`src/rtl/proj1_pkg.sv`:
```
// -----------------------------------------------------------------------------
// proj1_pkg
// Definitions shared by the proj1 counter and its upstream scheduler: the
// default count-request width and the scheduler state encoding.
// No ports (package only).
// -----------------------------------------------------------------------------
package proj1_pkg;

  // Width of a count request; the counter's i_num_cnt uses the same width.
  localparam int DATABIT = 7;

  // Scheduler states. S_IDLE waits for work, S_LAUNCH is the single run-pulse
  // cycle, S_WAIT holds until the counter finishes, S_DONE reports completion.
  typedef enum logic [1:0] {
    S_IDLE   = 2'd0,
    S_LAUNCH = 2'd1,
    S_WAIT   = 2'd2,
    S_DONE   = 2'd3
  } sched_state_t;

endpackage

```
`src/rtl/proj1_sync_fifo.sv`:
```
// -----------------------------------------------------------------------------
// proj1_sync_fifo
// Single-clock request FIFO. Pushes are ignored while full and pops are
// ignored while empty, so callers may assert them freely.
// Ports:
//   clk, reset_n      clock and asynchronous active-low reset (flushes FIFO)
//   i_push, i_wdata   write request and data
//   i_pop             read request; o_rdata always shows the head entry
//   o_level           occupancy, 0..DEPTH
//   o_full, o_empty   occupancy flags
// -----------------------------------------------------------------------------
module proj1_sync_fifo #(
  parameter int WIDTH = 7,
  parameter int DEPTH = 4
) (
  input  logic                       clk,
  input  logic                       reset_n,
  input  logic                       i_push,
  input  logic                       i_pop,
  input  logic [WIDTH-1:0]           i_wdata,
  output logic [WIDTH-1:0]           o_rdata,
  output logic [$clog2(DEPTH):0]     o_level,
  output logic                       o_full,
  output logic                       o_empty
);
  import proj1_pkg::*;

  localparam int PTRBIT = $clog2(DEPTH);
  localparam int LVLBIT = PTRBIT + 1;

  logic [WIDTH-1:0]  r_mem [DEPTH];
  logic [PTRBIT-1:0] r_wrPtr;
  logic [PTRBIT-1:0] r_rdPtr;
  logic [LVLBIT-1:0] r_level;
  logic              w_push;
  logic              w_pop;

  assign o_full  = (r_level == LVLBIT'(DEPTH));
  assign o_empty = (r_level == '0);
  assign o_level = r_level;
  assign o_rdata = r_mem[r_rdPtr];

  // Qualified strobes: the FIFO protects itself against overflow/underflow.
  assign w_push = i_push && !o_full;
  assign w_pop  = i_pop && !o_empty;

  // Storage needs no reset; only the pointers and level define what is valid.
  always_ff @(posedge clk) begin
    if (w_push) begin
      r_mem[r_wrPtr] <= i_wdata;
    end
  end

  // Pointers are exactly log2(DEPTH) bits, so they wrap around the array by
  // plain overflow. The level is kept separately to tell full from empty.
  always_ff @(posedge clk or negedge reset_n) begin
    if (!reset_n) begin
      r_wrPtr <= '0;
      r_rdPtr <= '0;
      r_level <= '0;
    end else begin
      if (w_push) begin
        r_wrPtr <= r_wrPtr + PTRBIT'(1);
      end
      if (w_pop) begin
        r_rdPtr <= r_rdPtr + PTRBIT'(1);
      end
      case ({w_push, w_pop})
        2'b10:   r_level <= r_level + LVLBIT'(1);
        2'b01:   r_level <= r_level - LVLBIT'(1);
        default: r_level <= r_level;
      endcase
    end
  end

endmodule

```
`src/rtl/proj1_cnt_sched.sv`:
```
// -----------------------------------------------------------------------------
// proj1_cnt_sched
// Command scheduler sitting in front of proj1_cnt. Count requests are queued
// in a FIFO and issued to the counter one at a time: a one-cycle o_run pulse
// when the counter is idle, then a wait for the counter's done, then a
// one-cycle o_job_done pulse and a bump of the completed-job counter.
//
// Build option: define PROJ1_SCHED_ZERO_SKIP_EN to retire zero-valued requests
// without launching the counter (they still report o_job_done).
//
// Ports:
//   clk, reset_n                 clock, asynchronous active-low reset
//   i_req_valid, i_req_cnt       request in (valid/ready)
//   o_req_ready                  FIFO not full
//   o_run, o_num_cnt             launch pulse and count to the counter
//   i_cnt_idle, i_cnt_done       counter status back
//   o_busy                       scheduler not in S_IDLE
//   o_job_done, o_job_cnt        completion pulse and wrapping job count
//   o_level                      FIFO occupancy
// -----------------------------------------------------------------------------
module proj1_cnt_sched #(
  parameter int DATABIT = proj1_pkg::DATABIT,
  parameter int DEPTH   = 4,
  parameter int JOBBIT  = 8
) (
  input  logic                   clk,
  input  logic                   reset_n,
  input  logic                   i_req_valid,
  input  logic [DATABIT-1:0]     i_req_cnt,
  output logic                   o_req_ready,
  output logic                   o_run,
  output logic [DATABIT-1:0]     o_num_cnt,
  input  logic                   i_cnt_idle,
  input  logic                   i_cnt_done,
  output logic                   o_busy,
  output logic                   o_job_done,
  output logic [JOBBIT-1:0]      o_job_cnt,
  output logic [$clog2(DEPTH):0] o_level
);
  import proj1_pkg::*;

  localparam int LVLBIT = $clog2(DEPTH) + 1;

  sched_state_t        r_state;
  sched_state_t        w_nextState;
  logic                w_pop;
  logic                w_full;
  logic                w_empty;
  logic [DATABIT-1:0]  w_head;
  logic [LVLBIT-1:0]   w_level;
  logic                r_run;
  logic [DATABIT-1:0]  r_numCnt;
  logic                r_jobDone;
  logic [JOBBIT-1:0]   r_jobCnt;

  // The request queue. Pushes go straight in; the FIFO refuses them when
  // full, which is exactly when o_req_ready is low.
  proj1_sync_fifo #(
    .WIDTH (DATABIT),
    .DEPTH (DEPTH)
  ) u_fifo (
    .clk     (clk),
    .reset_n (reset_n),
    .i_push  (i_req_valid),
    .i_pop   (w_pop),
    .i_wdata (i_req_cnt),
    .o_rdata (w_head),
    .o_level (w_level),
    .o_full  (w_full),
    .o_empty (w_empty)
  );

  assign o_req_ready = !w_full;
  assign o_busy      = (r_state != S_IDLE);
  assign o_level     = w_level;
  assign o_run       = r_run;
  assign o_num_cnt   = r_numCnt;
  assign o_job_done  = r_jobDone;
  assign o_job_cnt   = r_jobCnt;

  // State register.
  always_ff @(posedge clk or negedge reset_n) begin
    if (!reset_n) begin
      r_state <= S_IDLE;
    end else begin
      r_state <= w_nextState;
    end
  end

  // Next-state and pop decision. The pop always happens on the same edge the
  // state leaves S_IDLE, so the head value is captured exactly once. A done
  // from the counter outside S_WAIT is simply never looked at.
  always_comb begin
    w_nextState = r_state;
    w_pop       = 1'b0;
    case (r_state)
      S_IDLE: begin
        if (!w_empty) begin
`ifdef PROJ1_SCHED_ZERO_SKIP_EN
          if (w_head == '0) begin
            w_pop       = 1'b1;
            w_nextState = S_DONE;
          end else if (i_cnt_idle) begin
            w_pop       = 1'b1;
            w_nextState = S_LAUNCH;
          end
`else
          if (i_cnt_idle) begin
            w_pop       = 1'b1;
            w_nextState = S_LAUNCH;
          end
`endif
        end
      end
      S_LAUNCH: w_nextState = S_WAIT;
      S_WAIT: begin
        if (i_cnt_done) begin
          w_nextState = S_DONE;
        end
      end
      S_DONE:   w_nextState = S_IDLE;
      default:  w_nextState = S_IDLE;
    endcase
  end

  // Registered outputs are decoded from the next state so that the run and
  // job-done pulses line up exactly with the S_LAUNCH and S_DONE cycles.
  // o_num_cnt only changes on a launch, so it stays put through S_WAIT.
  always_ff @(posedge clk or negedge reset_n) begin
    if (!reset_n) begin
      r_run     <= 1'b0;
      r_numCnt  <= '0;
      r_jobDone <= 1'b0;
      r_jobCnt  <= '0;
    end else begin
      r_run     <= (w_nextState == S_LAUNCH);
      r_jobDone <= (w_nextState == S_DONE);
      if (w_pop && (w_nextState == S_LAUNCH)) begin
        r_numCnt <= w_head;
      end
      if (w_nextState == S_DONE) begin
        r_jobCnt <= r_jobCnt + JOBBIT'(1);
      end
    end
  end

endmodule

```
`config.mk`:
```
export PLATFORM = sky130hd
export DESIGN_NAME = proj1_cnt_sched
export DESIGN_NICKNAME = d
export VERILOG_FILES = /design/src/rtl/proj1_pkg.sv /design/src/rtl/proj1_sync_fifo.sv /design/src/rtl/proj1_cnt_sched.sv
export SDC_FILE = /design/constraint.sdc
export NUM_CORES = 1
export LEC_CHECK = 0
export ABC_AREA = 1
export CORE_ASPECT_RATIO = 1.5
export CORE_MARGIN = 3
export CORE_UTILIZATION = 30
export CTS_CLUSTER_DIAMETER = 30
export DETAILED_ROUTE_END_ITERATION = 12
export PLACE_DENSITY = 0.54
export SLEW_MARGIN = 20
export SYNTH_ARGS = -nofsm -noshare
export SYNTH_HDL_FRONTEND = slang
export SYNTH_SLANG_ARGS = --single-unit
```
`constraint.sdc`:
```
create_clock -name clk -period 2.6 [get_ports clk]
set_input_delay 0.78 -clock clk [delete_from_list [all_inputs] [get_ports clk]]
set_output_delay 0.78 -clock clk [all_outputs]
set_load 0.1 [all_outputs]
```
Word level (Yosys, flattened, before mapping)
Memories as Yosys holds them, arrays and structs flattened. A register that Yosys moved wholly into a read port is not among the register bits.
Index checks and enable logic that the tools add are counted.

storage, ports and cells
  bits of input ports = 12
  output and inout port bits = 22
  memories kept = 1
  register bits = 19
  bits in writable memories = 28
  word-level logic and storage cells = 41

cells by class
  add/subtract/negate cells = 5
  mux-type cells = 10
  eq/ne operators = 8
  reductions and logical operators = 10

memory list
  memory        depth  width  rd ports  clocked after memory_dff  write ports  line                   text
  u_fifo.r_mem  4      7      1         1                         1            proj1_sync_fifo.sv:31  logic [WIDTH-1:0] r_mem [DEPTH];

operator list
  operator                                              number
  adder 8 x 1 -> 8 bit (second input constant)          1
  equality test 2 bit (second input constant)           4
  case mux 2 bit (4 select lines)                       1
  equality test 2 x 1 -> 1 bit (second input constant)  3
  two-way mux 2 bit                                     3
  case mux 3 bit (2 select lines)                       1
  two-way mux 1 bit                                     5
  adder 2 x 1 -> 2 bit (second input constant)          2
  nonzero test 2 bit                                    2
  adder 3 x 1 -> 3 bit (second input constant)          1
  equality test 3 bit (second input constant)           1
  logical AND 1 bit                                     3
  zero test 1 bit                                       3
  zero test 3 bit                                       1
  subtractor 3 x 1 -> 3 bit (second input constant)     1
  zero test 2 bit                                       1

Logic depth before layout (Yosys ltp)
Gate-level depths: netlist of the first run.

  word-level depth = 6
  mapped depth = 10
  mapped depth without buffers = 10

Modules after synthesis
From an unflattened synthesis of the first run, not the netlist that was laid out.

second synthesis, totals
  cells, all modules = 260
  area total of the unflattened synthesis = 2630.0 um2

modules (own cells, without submodules)
  module           instances  seq. area each (um2)  area an instance (um2)  cells each
  proj1_sync_fifo  1          1016.0                1599.0                  143
  proj1_cnt_sched  1          475.5                 1031.0                  117

Worst setup path after synthesis of the first run
No wires, ideal clock.

  path kind = register -> register
  from = register u_fifo.r_level[2], in the netlist u_fifo.o_level[2]
  to = register u_fifo.r_level[2], in the netlist u_fifo.o_level[2]
  slack = -0.621 ns
  buffers on the path = 0
  clock period less this slack = 3.221 ns
  required time = 2.469 ns
  stages on the path, launching flop included = 9
  arrival = 3.090 ns
  setup time = 0.131 ns
  cells stage by stage = dfrtp_1 nand2_1 nand2_2 ha_1 inv_1 fa_1 a21oi_1 o21ai_0 xor2_1

between the ends
  elaborated cells on any way between the ends = 14
  classes of those cells = add/sub (2); eq/ne (3); mux (3); reduce/logical (6)

RTL lines
  element                                                                       line                   text
  start, declared                                                               proj1_sync_fifo.sv:34  logic [LVLBIT-1:0] r_level;
  start signal, assigned                                                        proj1_sync_fifo.sv:69  2'b10: r_level <= r_level + LVLBIT'(1);
  start signal, assigned                                                        proj1_sync_fifo.sv:70  2'b01: r_level <= r_level - LVLBIT'(1);
  start signal, assigned                                                        proj1_sync_fifo.sv:71  default: r_level <= r_level;
  equality test 3 bit *                                                         proj1_sync_fifo.sv:38  assign o_full = (r_level == LVLBIT'(DEPTH));
  zero test 1 bit *                                                             n/a
  net o_req_ready                                                               proj1_cnt_sched.sv:30  output logic o_req_ready,
  logical AND 1 bit *                                                           proj1_sync_fifo.sv:44  assign w_push = i_push && !o_full;
  equality test 2 x 1 -> 1 bit / equality test 2 bit (equally long branches)    proj1_sync_fifo.sv:68  case ({w_push, w_pop})
  case mux 3 bit (2 select lines) / nonzero test 2 bit (equally long branches)  n/a

The timed path passes the listed nets; every way through them passes the cells marked *.
A chain may end at the register's enable or synchronous reset.

Worst setup path in the final report of the first run
  from = input port i_cnt_idle
  to = register u_fifo.r_level[2], in the netlist u_fifo.o_level[2]

between the ends
  longest elaborated chain between the ends = 6
  elaborated cells on any way between the ends = 8
  classes of those cells = eq/ne (2); mux (4); reduce/logical (2)

ends and longest elaborated chain
  element                                                                       line                    text
  start, declared                                                               proj1_cnt_sched.sv:33   input logic i_cnt_idle,
  two-way mux 1 bit *                                                           proj1_cnt_sched.sv:108  if (i_cnt_idle) begin
  two-way mux 1 bit *                                                           proj1_cnt_sched.sv:98   if (!w_empty) begin
  two-way mux 1 bit *                                                           proj1_cnt_sched.sv:96   case (r_state)
  logical AND 1 bit *                                                           proj1_sync_fifo.sv:45   assign w_pop = i_pop && !o_empty;
  net u_fifo.w_pop                                                              proj1_sync_fifo.sv:36   logic w_pop;
  equality test 2 x 1 -> 1 bit / equality test 2 bit (equally long branches)    proj1_sync_fifo.sv:68
  case mux 3 bit (2 select lines) / nonzero test 2 bit (equally long branches)  n/a

Marks and branches as above.

==> results.sh, run 1 <==
export IMPL_netlist_area_um2=2420
export IMPL_use_met2_pct=17.9
export IMPL_worstPathArrival_ns=2.43
export IMPL_globalRouteMet1Util_pct=10.3
export IMPL_synth_cell_type_count=25
export IMPL_max_slew_margin_rel_pct=65.5
export IMPL_startpoint_type="input pin"
export IMPL_rows=39
export IMPL_yosys_top_cells_area="edfxtp_1 (35%), dfrtp_1 (27%), nand2_1 (10%)"
export IMPL_synth_nets=240
export IMPL_fmax_mhz=443
export IMPL_critical_path_required_ns=2.78
export IMPL_die_area_um2=9200
export IMPL_cts_sinks=54
export IMPL_ctsResizeCount=0
export IMPL_drc=0
export IMPL_synth_area_leader_cell="edfxtp_1"
export IMPL_synth_seq_area_share_pct=61.6
export IMPL_core_um2=7710
export IMPL_worstSetupPathType="input pin to flop"
export IMPL_end_kind="flop"
export IMPL_synth_edf_count=28
export IMPL_diodes=0
export IMPL_cpPeakStageDelay_ns=0.49
export IMPL_synthFlopType="edfxtp_1"
export IMPL_cts_tree="done"
export IMPL_syn_avg_cell_area_um2=11.1
export IMPL_grt_use_total_pct=10.1
export IMPL_worst_pin_slew_ns=0.518
export IMPL_via_count=1494
export IMPL_overflow=0
export IMPL_wirelength_um=4120
export IMPL_antenna_left=0
export IMPL_outcome="finished clean"
export IMPL_hp_class="flop to flop"
export IMPL_die_y_um=116
export IMPL_grt_first_pass_wirelength_um=6930
export IMPL_io_pins=34
export IMPL_post_cts_setup_buffers=0
export IMPL_htree_num_levels=2
export IMPL_cts_made_buffers=5
export IMPL_fin_nets=282
export IMPL_antenna_found_initial=0
export IMPL_placement_io_buffers=33
export IMPL_n_fill_cell=769
export IMPL_post_route_min_period_ns=2.26
export IMPL_synth_commonest_cells="nand2_1 (65), edfxtp_1 (28), dfrtp_1 (26)"
export IMPL_area_delta_synth_final_pct=23.8
export IMPL_clock_latency_ns=0.30
export IMPL_synth_top_area_share_pct=34.7
export IMPL_rsz0062_at_grt="false"
export IMPL_post_drt_wl_per_cell_um=11.4
export IMPL_setup_tns_ns=0
export IMPL_syn_inst=218
export IMPL_die_w_um=79.3
export IMPL_drt_pass1_iterations=4
export IMPL_dp_slack_ns=0.0235
export IMPL_clk_pin_slew_ns=0.07
export IMPL_path_cells="clkdlybuf4s50_1, nand3_1, inv_1, ha_1, inv_1, fa_1, a21oi_1, o21ai_0, xor2_1"
export IMPL_multi_input_area_um2=800
export IMPL_setup_slack_ns=0.345
export IMPL_ys_async_sr_fraction_pct=48.1
export IMPL_yosysWarnings=0
export IMPL_grt_use_met3_pct=2.95
export IMPL_gr_max_usage_layer="met2"
export IMPL_first_global_vias=1456
export IMPL_cp_common_cell="inv_1"
export IMPL_skew_ns=0.00699
export IMPL_setup_viol=0
export IMPL_path_max_fanout=3
export IMPL_drv_cap=0
export IMPL_drive_above_1_share_pct=23.4
export IMPL_synth_most_common_cell="nand2_1"
export IMPL_initial_core_util_pct=31.4
export IMPL_drt_iter0_markers=80
export IMPL_via_per_inst=4.12
export IMPL_period_share_pct=86.7
export IMPL_seqCellArea_um2=1500
export IMPL_ys_seq_elements=54
export IMPL_cts_buffer_depth=2
export IMPL_hold_viol=0
export IMPL_cp_slowest_cell="clkdlybuf4s50_1"
export IMPL_hpwl_um=3080
export IMPL_finalWeightedCongestion=0.767
export IMPL_hold_buffers=0
export IMPL_drv_slew=0
export IMPL_cts_root_buf="clkbuf_16"
export IMPL_grt_max_degree=27
==> state kept, by name, summed over array words and instances (netlist names), 2 cells and up <==
name	flops
o_job_cnt	8
o_num_cnt	7
r_state	2
u_fifo.o_level	3
u_fifo.r_mem	28
u_fifo.r_rdPtr	2
u_fifo.r_wrPtr	2
==> metrics by stage <==
step	utilization [%]	hold slack [ns]	area (um^2)	instances
finish	38.9	0.490	3000	363
global route	38.9	0.529	3000	363
CTS	38.9	0.502	3000	363
detailed placement	36.9	0.484	2850	355
global placement	36.9	0.485	2850	355
floorplan	-	0.484	2430	218
==> path summary, 6_finish.rpt <==
kind                         startpoint  depth (start not counted)                 to  slack [ns]
max reg2reg                  r_state[0]                         10  u_fifo.o_level[2]        0.55
min in group asynchronous       reset_n                          2         r_state[1]        0.85
max                          i_cnt_idle                          9  u_fifo.o_level[2]        0.34
min reg2reg                o_num_cnt[0]                          2       o_num_cnt[0]        0.49
max in group asynchronous       reset_n                          2  u_fifo.o_level[0]        1.46
min                        o_num_cnt[0]                          2       o_num_cnt[0]        0.49
==> worst max-delay path, delay by kind of cell <==
| family | cells | cell delay (ns) |
|---|---|---|
| buf+inv | 3 | 0.63 |
| fa+ha+maj | 2 | 0.52 |
| compound gates | 2 | 0.24 |
| xor+xnor | 1 | 0.15 |
| simple gates | 1 | 0.11 |
==> cell type report <==
cell class              count  area share (%)
multi-input cells         137            26.7
well taps                 102            4.26
clock buffers               5            4.18
flip-flops and latches     54            49.9
clock inverters             3           0.877
inverters                  22            2.76
repair buffers             40            11.4
==> cell families (layout without fill, tap and decap cells) <==
logic type,count (synthesis),count (layout),synth area share [%]
AND/OR/NAND/NOR,101,101,18.5
XOR/XNOR,11,11,4.29
AO/OA/AOI/OAI,15,15,4.65
buffers and inverters,27,70,5.43
flip-flops,54,54,61.6
adder cells (fa/ha/maj),10,10,5.48
==> layout by cell type, fill, tap and decap left out <==
cell	Yosys	final
nor2_2	1	1
inv_6	0	3
edfxtp_1	28	28
inv_2	2	2
xnor2_1	6	6
nand3_1	18	18
clkbuf_16	0	5
inv_1	20	20
o21ai_1	1	1
nand2_1	65	64
fa_1	1	1
o21ai_0	2	2
nor2_1	10	10
buf_4	1	28
nand3_4	1	1
clkdlybuf4s50_1	0	11
ha_1	9	9
nand4_1	1	1
nand4_4	1	1
o21ai_2	10	10
dfrtp_2	0	3
buf_12	1	1
dfrtp_1	26	23
xor2_1	4	4
nand2_2	4	5
xnor2_2	1	1
a21oi_1	2	2
==> layer usage <==
layer	wire, um	part of all wire [%]
met1	1610	39
met2	2180	53
met3	214	5.2
met4	123	3.0
met5	0	0
Power of run 1 is not shown: default switching activity piles up to over one toggle a cycle in this logic, so the estimate is an artifact.
==> run 2, diff against run 1 <==
--- a/config.mk
+++ b/config.mk
@@ -11,7 +11,6 @@
 export CORE_UTILIZATION = 30
 export CTS_CLUSTER_DIAMETER = 30
 export DETAILED_ROUTE_END_ITERATION = 12
-export PLACE_DENSITY = 0.54
 export SLEW_MARGIN = 20
 export SYNTH_ARGS = -nofsm -noshare
 export SYNTH_HDL_FRONTEND = slang
==> constraint.sdc (replaced) <==
create_clock -name clk -period 2.83 [get_ports clk]
set_input_delay 0.849 -clock clk [delete_from_list [all_inputs] [get_ports clk]]
set_output_delay 0.849 -clock clk [all_outputs]
set_load 0.1 [all_outputs]
==> run 2 against run 1 <==
Compared with the run above:
- clock-buffer cell count did not move
- register-to-register slack better by 0.14 ns
- sequential share of layout area is 0.44 points higher
- design area shrank 1.0%
- hold slack better by 0.0077 ns
- global-route usage is 0.55 points higher
- first-iteration DRC count down 5.0%
- clock skew is 0.0010 ns lower
- die area stayed put
==> results.sh, run 2 (synthesis results as in run 1) <==
export IMPL_worstReg2RegStart="r_state[0]"
export IMPL_antenna_left=0
export IMPL_core_um2=7710
export IMPL_cts_root_buf="clkbuf_16"
export IMPL_worstPathArrival_ns=2.57
export IMPL_end_kind="flop"
export IMPL_drv_slew=0
export IMPL_diodes=0
export IMPL_ctsResizeCount=0
export IMPL_path_cells="clkdlybuf4s50_1, nand3_1, inv_1, ha_1, inv_1, fa_1, a21oi_1, o21ai_0, xor2_1"
export IMPL_grt_use_total_pct=10.6
export IMPL_clock_latency_ns=0.29
export IMPL_mostFrequentLayoutCells="nand2_1 (64), edfxtp_1 (28), buf_4 (27), dfrtp_1 (25), inv_1 (20)"
export IMPL_antenna_found_initial=0
export IMPL_clk_pin_slew_ns=0.06
export IMPL_holdPathStages=2
export IMPL_cts_tree="done"
export IMPL_placement_io_buffers=33
export IMPL_path_max_fanout=3
export IMPL_area_delta_synth_final_pct=22.5
export IMPL_cpPeakStageDelay_ns=0.49
export IMPL_drive_above_1_share_pct=22.0
export IMPL_cts_made_buffers=5
export IMPL_setup_viol=0
export IMPL_cp_slowest_cell="clkdlybuf4s50_1"
export IMPL_hpwl_um=3140
export IMPL_cts_sinks=54
export IMPL_largest_register_ffs=28
export IMPL_worst_pin_slew_ns=0.502
export IMPL_die_w_um=79.3
export IMPL_fin_hold_ws_ns=0.498
export IMPL_rsz0062_at_grt="false"
export IMPL_drt_pass1_iterations=4
export IMPL_r2r_cells=10
export IMPL_fin_nets=280
export IMPL_max_slew_margin_rel_pct=66.5
export IMPL_hp_class="flop to flop"
export IMPL_fin_cells=361
export IMPL_regToRegSetupSlack_ns=0.69
export IMPL_via_count=1519
export IMPL_post_cts_setup_buffers=0
export IMPL_hold_buffers=0
export IMPL_grt_first_pass_wirelength_um=7470
export IMPL_die_y_um=116
export IMPL_overflow=0
export IMPL_worst_r2r_endpoint="u_fifo.o_level[2]"
export IMPL_drt_iter0_markers=76
export IMPL_cts_buffer_depth=2
export IMPL_post_drt_wl_per_cell_um=11.7
export IMPL_wirelength_um=4220
export IMPL_critical_path_required_ns=2.99
export IMPL_drc=0
export IMPL_setup_tns_ns=0
export IMPL_die_area_um2=9200
export IMPL_drv_cap=0
export IMPL_fmax_mhz=416
export IMPL_via_per_inst=4.21
export IMPL_finalWeightedCongestion=0.725
export IMPL_htree_num_levels=2
export IMPL_numPlacedInstances=353
export IMPL_hp_start="o_num_cnt[1]"
export IMPL_worstSetupPathType="input pin to flop"
export IMPL_rows=39
export IMPL_final_common_cell="nand2_1"
export IMPL_outcome="finished clean"
export IMPL_period_share_pct=85.0
export IMPL_grt_max_degree=27
export IMPL_crit_buf_inv=3
export IMPL_post_route_min_period_ns=2.40
export IMPL_initial_core_util_pct=31.4
export IMPL_path_delay_family="buffers and inverters"
export IMPL_regMostFlops="u_fifo.r_mem"
export IMPL_hold_viol=0
export IMPL_io_pins=34
export IMPL_min_to="o_num_cnt[1]"
export IMPL_cp_common_cell="inv_1"
export IMPL_first_global_vias=1577
export IMPL_startpoint_type="input pin"
export IMPL_skew_ns=0.00599
[run 2: layer usage]
metal  share of wire (%)  vias up  wire, um  track usage, %
met5                   0        -         0               0
met2                  54       31      2280            19.6
met4                 2.7        0       112            5.39
met3                 4.9        7       207            3.34
met1                  39      696      1630            10.5
li1                    -      785         -               -
[run 2: layout make-up]
class | count | area, um^2
repair buffers | 38 | 313
flip-flops and latches | 54 | 1490
well taps | 102 | 128
multi-input cells | 137 | 800
clock inverters | 3 | 25.0
clock buffers | 5 | 125
fillers | 790 | 4740
inverters | 22 | 82.6
[run 2: through the flow]
step	area, um^2	utilization [%]	worst slack [ns]
finish	2970	38.5	0.426
global route	2970	38.5	0.278
CTS	2970	38.5	0.434
floorplan	2420	-	0.0700
global placement	2820	36.5	0.165
detailed placement	2820	36.5	0.130
[run 2: how the worst max path moves through the flow]
| stage | startpoint | endpoint | slack [ns] | depth (start not counted) |
|---|---|---|---|---|
| 6_report | i_cnt_idle | u_fifo.o_level[2] | 0.43 | 9 |
| 5_1_grt | i_cnt_idle | u_fifo.o_level[2] | 0.28 | 9 |
| 4_1_cts | i_cnt_idle | u_fifo.o_level[2] | 0.43 | 9 |
| 3_5_place_dp | i_cnt_idle | u_fifo.o_level[2] | 0.13 | 9 |
| 3_3_place_gp | i_cnt_idle | u_fifo.o_level[2] | 0.17 | 9 |
| 2_1_floorplan | u_fifo.o_level[0] | u_fifo.o_level[2] | 0.07 | 9 |
[run 2: worst reg2reg max path: cells and delay by family, from the launching register on]
family,cells,cell delay (ns)
AOI/OAI and AO/OA,2,0.26
xor gates and xnor gates,1,0.16
adders and majority gates,3,0.78
buffers and inverters,3,0.26
DFF,1,0.40
and+or+nand+nor,1,0.17
Power of run 2 is left out for the same reason.
==> run 3, diff against run 2 <==
==> constraint.sdc (replaced) <==
create_clock -name clk -period 2.4 [get_ports clk]
set_input_delay 0.72 -clock clk [delete_from_list [all_inputs] [get_ports clk]]
set_output_delay 0.72 -clock clk [all_outputs]
set_load 0.1 [all_outputs]
==> run 3 against run 2 <==
Compared with the run above:
- via count fell by 0.46%
- sequential share of layout area fell by 1.2 points
- die area did not move
- critical path depth did not move
- routed wire length fell by 2.5%
- clock-buffer cell count did not move
- non-clock buffer count rose by 3
- design area rose by 2.6%
- first-iteration DRC count rose by 1.3%
- clock skew fell by 0.0030 ns
- hold slack got worse by 0.011 ns
- critical path type unchanged
==> results.sh, run 3 (synthesis results as in run 1) <==
export IMPL_outcome="finished clean"
export IMPL_period_share_pct=90.3
export IMPL_fin_util_pct=39.5
export IMPL_clock_latency_ns=0.28
export IMPL_post_drt_wl_per_cell_um=11.3
export IMPL_worstPathArrival_ns=2.33
export IMPL_critical_path_required_ns=2.56
export IMPL_hpwl_um=3070
export IMPL_diodes=0
export IMPL_post_route_min_period_ns=2.17
export IMPL_max_slew_margin_rel_pct=65.9
export IMPL_die_area_um2=9200
export IMPL_rows=39
export IMPL_grt_use_total_pct=10.4
export IMPL_htree_num_levels=2
export IMPL_fmax_mhz=461
export IMPL_die_y_um=116
export IMPL_drt_pass1_iterations=4
export IMPL_cts_tree="done"
export IMPL_antenna_left=0
export IMPL_regMostFlops="u_fifo.r_mem"
export IMPL_io_pins=34
export IMPL_cpPeakStageDelay_ns=0.49
export IMPL_path_cells="clkdlybuf4s50_1, nand3_1, inv_1, ha_1, inv_1, fa_1, a21oi_1, o21ai_0, xor2_1"
export IMPL_via_count=1512
export IMPL_rsz0062_at_grt="false"
export IMPL_cp_common_cell="inv_1"
export IMPL_startpoint_type="input pin"
export IMPL_hold_viol=0
export IMPL_cp_slowest_cell="clkdlybuf4s50_1"
export IMPL_drc=0
export IMPL_worstSetupPathType="input pin to flop"
export IMPL_n_fill_cell=769
export IMPL_drive_above_1_share_pct=23.7
export IMPL_largest_register_ffs=28
export IMPL_initial_core_util_pct=31.4
export IMPL_fin_nets=283
export IMPL_drv_slew=0
export IMPL_cts_sinks=54
export IMPL_hp_class="flop to flop"
export IMPL_first_global_vias=1543
export IMPL_cts_root_buf="clkbuf_16"
export IMPL_area_delta_synth_final_pct=25.7
export IMPL_grt_first_pass_wirelength_um=7310
export IMPL_finalInstanceArea_um2=3040
export IMPL_hold_buffers=0
export IMPL_drv_cap=0
export IMPL_antenna_found_initial=0
export IMPL_path_max_fanout=2
export IMPL_die_w_um=79.3
export IMPL_ctsResizeCount=0
export IMPL_drt_iter0_markers=77
export IMPL_end_kind="flop"
export IMPL_postPlaceCellArea_um2=2870
export IMPL_via_per_inst=4.15
export IMPL_placement_io_buffers=33
export IMPL_cts_buffer_depth=2
export IMPL_setup_viol=0
export IMPL_setup_slack_ns=0.232
export IMPL_skew_ns=0.00298
export IMPL_dp_slack_ns=-0.0654
export IMPL_grt_max_degree=27
export IMPL_post_cts_setup_buffers=0
export IMPL_clk_pin_slew_ns=0.07
export IMPL_core_um2=7710
export IMPL_cts_made_buffers=5
export IMPL_mostFrequentLayoutCells="nand2_1 (64), buf_4 (28), edfxtp_1 (28), dfrtp_1 (23), inv_1 (20)"
export IMPL_wirelength_um=4120
export IMPL_setup_tns_ns=0
export IMPL_overflow=0
export IMPL_finalWeightedCongestion=0.734
export IMPL_final_common_cell="nand2_1"
export IMPL_worst_pin_slew_ns=0.512
## run 3: final cells by class
type                       instances  area (um^2)  area share (%)
sequential                        54         1500            49.1
multi-input combinational        137          805            26.4
timing repair buffer              41          360            11.8
tap                              102          128            4.19
clock buffer                       5          125            4.11
inverter                          22         82.6            2.71
clock inverter                     3         47.5            1.56
## run 3: final timing paths
check                        startpoint           endpoint  slack (ns)  depth (start not counted)
min reg2reg                o_num_cnt[3]       o_num_cnt[3]        0.49                          2
min                        o_num_cnt[3]       o_num_cnt[3]        0.49                          2
min in group asynchronous       reset_n  u_fifo.r_wrPtr[1]        0.80                          2
max in group asynchronous       reset_n  u_fifo.o_level[0]        1.33                          2
max                          i_cnt_idle  u_fifo.o_level[2]        0.23                          9
max reg2reg                  r_state[0]  u_fifo.o_level[2]        0.36                         10
## run 3: stage by stage
step                std cells  hold slack, ns
CTS                       364           0.491
global placement          356           0.485
detailed placement        356           0.474
finish                    364           0.487
floorplan                 218           0.424
global route              364           0.531
## run 3: worst max-delay path, delay by kind of cell
kind | cells | cell delay [ns]
xor+xnor | 1 | 0.15
compound gates | 2 | 0.25
simple gates | 1 | 0.10
buf+inv | 3 | 0.61
fa+ha+maj | 2 | 0.50
## run 3: routing by layer
layer / GRT usage [%] / routed length [um]
met1: 10.8 / 1630
met2: 19.3 / 2280
met3: 2.57 / 129
met4: 4.82 / 82
met5: 0 / 0
Power of run 3 is left out for the same reason.
